### config.mk
export PLATFORM = sky130hd
export DESIGN_NAME = pc_sequencer
export DESIGN_NICKNAME = d
export VERILOG_FILES = /design/src/rtl/pc_seq_pkg.sv /design/src/rtl/return_stack.sv /design/src/rtl/pc_sequencer.sv
export SDC_FILE = /design/constraint.sdc
export NUM_CORES = 1
export LEC_CHECK = 0
export BUFFER_PORTS_ARGS = -buffer_cell sky130_fd_sc_hd__buf_2
export CELL_PAD_IN_SITES_DETAIL_PLACEMENT = 1
export CELL_PAD_IN_SITES_GLOBAL_PLACEMENT = 2
export CORE_ASPECT_RATIO = 0.7
export CORE_MARGIN = 4
export CORE_UTILIZATION = 41
export DETAILED_ROUTE_END_ITERATION = 16
export GPL_TIMING_DRIVEN = 0
export PLACE_DENSITY_LB_ADDON = 0.1
export SLEW_MARGIN = 20
export SYNTH_ARGS = -nofsm -noshare
export SYNTH_HDL_FRONTEND = slang
export SYNTH_HIERARCHICAL = 1
export SYNTH_SLANG_ARGS = --single-unit
### constraint.sdc
create_clock -name clk -period 4.4 [get_ports clk]
set_input_delay 0.44 -clock clk [delete_from_list [all_inputs] [get_ports clk]]
set_output_delay 0.44 -clock clk [all_outputs]
set_load 0.1 [all_outputs]
### src/rtl/pc_seq_pkg.sv
// Shared types for the program-counter sequencer and its controller.
package pc_seq_pkg;

  typedef enum logic [2:0] {
    PC_NEXT   = 3'd0,
    PC_JUMP   = 3'd1,
    PC_BRANCH = 3'd2,
    PC_CALL   = 3'd3,
    PC_RET    = 3'd4
  } pc_op_t;

endpackage

### src/rtl/return_stack.sv
// Parametrised LIFO of return addresses; a push when full or a pop when empty is ignored.
module return_stack #(
  parameter int WIDTH = 12,
  parameter int DEPTH = 8
) (
  input  logic                       clk,
  input  logic                       rst,
  input  logic                       push,
  input  logic                       pop,
  input  logic [WIDTH-1:0]           din,
  output logic [WIDTH-1:0]           dout,
  output logic [$clog2(DEPTH+1)-1:0] depth,
  output logic                       full,
  output logic                       empty
);

  localparam int DW = $clog2(DEPTH+1);
  localparam int IW = $clog2(DEPTH);

  logic [WIDTH-1:0] mem_r [DEPTH];
  logic [DW-1:0]    depth_r;
  logic [DW-1:0]    top_s;

  assign full  = (depth_r == DW'(DEPTH));
  assign empty = (depth_r == {DW{1'b0}});
  assign top_s = depth_r - DW'(1);
  assign depth = depth_r;

  // Entry storage; contents survive reset and become unreachable once depth is cleared.
  always_ff @(posedge clk) begin
    if (!rst && push && !full) begin
      mem_r[depth_r[IW-1:0]] <= din;
    end
  end

  // Occupancy counter.
  always_ff @(posedge clk) begin
    if (rst) begin
      depth_r <= {DW{1'b0}};
    end else if (push && !full) begin
      depth_r <= depth_r + DW'(1);
    end else if (pop && !empty) begin
      depth_r <= depth_r - DW'(1);
    end else begin
      depth_r <= depth_r;
    end
  end

  // Top-of-stack read; an empty stack presents zero rather than a stale slot.
  always_comb begin
    if (empty) begin
      dout = {WIDTH{1'b0}};
    end else begin
      dout = mem_r[top_s[IW-1:0]];
    end
  end

endmodule

### src/rtl/pc_sequencer.sv
// Program counter with next-PC selection, return-address stack and sticky
// overflow/underflow flags.
module pc_sequencer
  import pc_seq_pkg::*;
#(
  parameter int                    ADDR_WIDTH   = 12,
  parameter int                    OFFSET_WIDTH = 8,
  parameter int                    STACK_DEPTH  = 8,
  parameter logic [ADDR_WIDTH-1:0] RESET_VECTOR = {ADDR_WIDTH{1'b0}}
) (
  input  logic                             clk,
  input  logic                             rst,
  input  pc_op_t                           op,
  input  logic                             cond,
  input  logic [ADDR_WIDTH-1:0]            target,
  input  logic [OFFSET_WIDTH-1:0]          offset,
  input  logic                             stall,
  input  logic                             clear_err,
  output logic [ADDR_WIDTH-1:0]            pc,
  output logic [ADDR_WIDTH-1:0]            pc_plus1,
  output logic [$clog2(STACK_DEPTH+1)-1:0] depth,
  output logic                             stack_full,
  output logic                             stack_empty,
  output logic                             overflow_err,
  output logic                             underflow_err
);

  logic [ADDR_WIDTH-1:0] pc_r;
  logic [ADDR_WIDTH-1:0] pc_next_s;
  logic [ADDR_WIDTH-1:0] ret_addr_s;
  logic [ADDR_WIDTH-1:0] offset_ext_s;
  logic                  push_s;
  logic                  pop_s;
  logic                  ovf_evt_s;
  logic                  unf_evt_s;
  logic                  ovf_r;
  logic                  unf_r;

  assign pc_plus1      = pc_r + ADDR_WIDTH'(1);
  assign offset_ext_s  = ADDR_WIDTH'($signed(offset));
  assign pc            = pc_r;
  assign overflow_err  = ovf_r;
  assign underflow_err = unf_r;

  return_stack #(
    .WIDTH (ADDR_WIDTH),
    .DEPTH (STACK_DEPTH)
  ) u_stack (
    .clk   (clk),
    .rst   (rst),
    .push  (push_s),
    .pop   (pop_s),
    .din   (pc_plus1),
    .dout  (ret_addr_s),
    .depth (depth),
    .full  (stack_full),
    .empty (stack_empty)
  );

  // Next-PC selection, stack control and error events for the current op.
  always_comb begin
    pc_next_s = pc_plus1;
    push_s    = 1'b0;
    pop_s     = 1'b0;
    ovf_evt_s = 1'b0;
    unf_evt_s = 1'b0;
    if (stall) begin
      pc_next_s = pc_r;
    end else begin
      case (op)
        PC_JUMP: pc_next_s = target;
        PC_BRANCH: begin
          if (cond) begin
            pc_next_s = pc_plus1 + offset_ext_s;
          end else begin
            pc_next_s = pc_plus1;
          end
        end
        PC_CALL: begin
          if (stack_full) begin
            ovf_evt_s = 1'b1;
          end else begin
            push_s    = 1'b1;
            pc_next_s = target;
          end
        end
        PC_RET: begin
          if (stack_empty) begin
            unf_evt_s = 1'b1;
          end else begin
            pop_s     = 1'b1;
            pc_next_s = ret_addr_s;
          end
        end
        default: pc_next_s = pc_plus1;
      endcase
    end
  end

  // PC register and sticky error flags; a new error event beats clear_err.
  always_ff @(posedge clk) begin
    if (rst) begin
      pc_r  <= RESET_VECTOR;
      ovf_r <= 1'b0;
      unf_r <= 1'b0;
    end else begin
      pc_r  <= pc_next_s;
      ovf_r <= ovf_evt_s | (ovf_r & ~clear_err);
      unf_r <= unf_evt_s | (unf_r & ~clear_err);
    end
  end

endmodule

==> metrics.yaml <==
n_antenna_cell: 0
synth_top_family_by_area: "compound AO/OA/AOI/OAI gates"
holdCritPathClass: "in -> reg"
synth_compound_area_share_pct: 12.9
intPower_mw: 2.09
grt_overflow: 0
holdWs_ps: 301
io_pins: 60
nFillCells: 1371
drc: 0
yosys.area_share.simple_pct: 10.0
wl_mm: 16.8
max_freq_ghz: 0.239
power_density_mw_per_mm2: 416
worst-path-max-fanout: 13
relSlewSlack_pct: 48.6
routed_via_density: 5.79
io_buffer_count: 56
fin_crit_ps: 4190
tns_ps: 0
fin_worst_skew_ps: 11.7
synth-edff-count: 96
multiInputGateArea_mm2: 0.00241
startpoint_type: "flip-flop"
regArea_mm2: 0.00325
wl_per_cell_um: 23.9
layout_setup_ws_ps: 212
grt_pass1_wl_mm: 25.7
drive_above_1_share_pct: 32.3
synth_top_cell_by_area: "edfxtp_1"
fin_crit_sh_pct: 95.2
drv_cap: 0
seq_area_frac_synth_pct: 57.5
syn_avg_cell_area_um2: 13.6
synthAdderAreaFrac_pct: 3.68
seqPwrFrac_pct: 41.1
slew_violations: 0
syn_to_final_growth_pct: 25.6
clkSlewWorstSetupHoldPaths_ps: 60
vdd_drop_max_uv: 310
clockRootBuffer: "clkbuf_16"
htree_levels: 4
via_count: 4067
rsz0062_at_grt: "no"
fp.dieW_um: 148
cts_made_buffers: 17
critPathKind: "reg -> reg"
place_ws_ps: -311
row_count: 35
fin_nets: 548
antenna_found_initial: 0
syn_area_mm2: 0.00564
clock_sinks: 114
cts_tree: "built"
dr.first_iter.drc_count: 351
ant_nets: 0
synth_nets: 458
clock_power_share_pct: 43.9
clk_latency_ps: 420
die_h_um: 106
grt_pass1_vias: 4159
ys_ff_latch: 114
p_comb_share_pct: 15.0
clock_path_buffers: 2
die_area_mm2: 0.0157
synthMuxAreaShare_pct: 10.1
grt_max_degree: 17
end_kind: "flip-flop"
p_leak_nw: 2.60
grt_util_all_layers_pct: 22.2
synth_area_leaders: "edfxtp_1 51%, mux4_2 7.6%, dfxtp_1 6.4%"
power.net_switching_mw: 0.854
design_area_mm2: 0.00708
placed_area_mm2: 0.00628
swShare_pct: 29.0
ys.flop_type: "edfxtp_1"
synthArstFlopShare_pct: 0
arrival_ps: 4320
yosys.area_share.xor_xnor_pct: 3.10
setup_violations: 0
hpwlAfterDp_mm: 11.3
core_area_mm2: 0.0133
yosys_warnings: 6
drt_first_pass_iters: 5
yosysTopAreaCellShare_pct: 51.1
worst_slew_pin_slew_ps: 770
gp_congestion: 0.794
status: "complete, no violations"
finalHoldViolCount: 0
synth_cell_types: 60
syn_inst: 414
initial_utilization_pct: 42.4
worstPathRequired_ps: 4530
registers in the layout, indices dropped and copies added, names as in the netlist:
| register | cells |
|---|---|
| overflow_err | 1 |
| u_stack/depth | 4 |
| underflow_err | 1 |
| u_stack/mem_r | 96 |
| pc | 12 |
stage by stage:
| step | power, mW | utilization, % | std cells |
|---|---|---|---|
| finish | 2.94 | 53.2 | 702 |
| global route | 3.06 | 53.2 | 702 |
| CTS | 2.96 | 52.7 | 698 |
| detailed placement | 1.67 | 47.2 | 655 |
| global placement | 1.66 | 47.0 | 655 |
| floorplan | 1.56 | - | 414 |
cell type report:
| type | count | share of cell area [%] |
|---|---|---|
| sequential | 114 | 45.8 |
| timing repair buffer | 71 | 6.78 |
| inverter | 12 | 0.636 |
| clock inverter | 15 | 1.93 |
| tap | 185 | 3.27 |
| multi-input combinational | 266 | 34.1 |
| clock buffer | 17 | 6.00 |
| buffer | 22 | 1.50 |
cell usage in the layout, fill, tap and decap left out, types with 3 or more instances in the layout:
cell type	n
nor2b_1	8
buf_12	7
o21ai_0	29
clkbuf_16	17
a22oi_1	3
a31oi_1	6
and2_1	4
mux4_2	19
a21oi_1	12
clkinv_4	4
edfxtp_1	96
buf_4	9
nand3_1	6
ha_1	15
a221o_1	10
dfxtp_1	16
mux4_1	5
nand2b_1	4
xnor2_1	8
inv_1	11
nor3_1	8
clkbuf_1	10
nor2_4	6
clkinvlp_4	6
a221oi_1	11
nand2_1	30
nor2_1	14
buf_2	65
a21o_1	6
xnor2_2	7
nand4_1	6
logic make-up (layout without fill, tap and decap cells):
kind of cell,Yosys count,in the layout
muxes,25,25
buffers and inverters,34,137
DFF,114,114
adders and majority gates,16,16
AOI/OAI and AO/OA,100,100
and+or+nand+nor,105,105
xor gates and xnor gates,20,20
critical path, cell delays in order, from the launching register on:
cell	delay, ps
dfxtp_2	340
buf_6	180
buf_2	370
inv_1	150
ha_1	320
nand3b_1	260
inv_1	160
clkbuf_2	300
nor4b_1	540
clkbuf_1	460
nand4_1	170
buf_4	200
nor3_4	250
buf_12	180
cells in the mapped netlist (all sizes together), types with 2 or more instances:
master and instances:
a211o 2, a211oi 3, a21o 7, a21oi 13, a221o 10, a221oi 11
a22oi 3, a31oi 6, and2 5, and4 4, buf 11, clkbuf 11
dfxtp 18, edfxtp 96, ha 15, inv 12, mux4 24, nand2 30
nand2b 4, nand3 6, nand3b 2, nand4 6, nor2 20, nor2b 8
nor3 10, nor4b 2, o211ai 3, o21ai 31, o21bai 2, o22a 2
or3 3, xnor2 16, xor2 4
repair_timing:
item	4_1_cts	5_1_grt
gates resized for setup	4	2
hold buffers	0	0
pin swaps	5	3
setup buffers	11	4
setup endpoints to repair	96	48
final timing paths:
path / slack, ps / depth (start not counted) / startpoint / to
setup / recovery: 210 / 13 / u_stack/depth[0] / u_stack/mem_r[0][3]
setup reg to reg: 210 / 13 / u_stack/depth[0] / u_stack/mem_r[0][3]
hold reg to reg: 450 / 2 / underflow_err / underflow_err
hold / removal: 300 / 4 / clear_err / underflow_err
metal layers:
| metal | vias to the layer above | wire length, um | track usage (%) |
|---|---|---|---|
| met5 | - | 0 | 0 |
| met4 | 0 | 218 | 6.20 |
| met1 | 2080 | 7920 | 33.6 |
| met3 | 15 | 1110 | 4.86 |
| li1 | 1825 | - | - |
| met2 | 147 | 7510 | 32.3 |
power by group through the flow:
stage / Combinational, mW / Clock (mW) / Sequential (mW)
2_1_floorplan: 0.262 / 0 / 1.30
4_1_cts: 0.440 / 1.31 / 1.21
3_3_place_gp: 0.428 / 0 / 1.23
3_5_place_dp: 0.436 / 0 / 1.23
5_1_grt: 0.470 / 1.38 / 1.21
6_report: 0.442 / 1.29 / 1.21
Note: power is estimated with default switching activity, not from simulation.
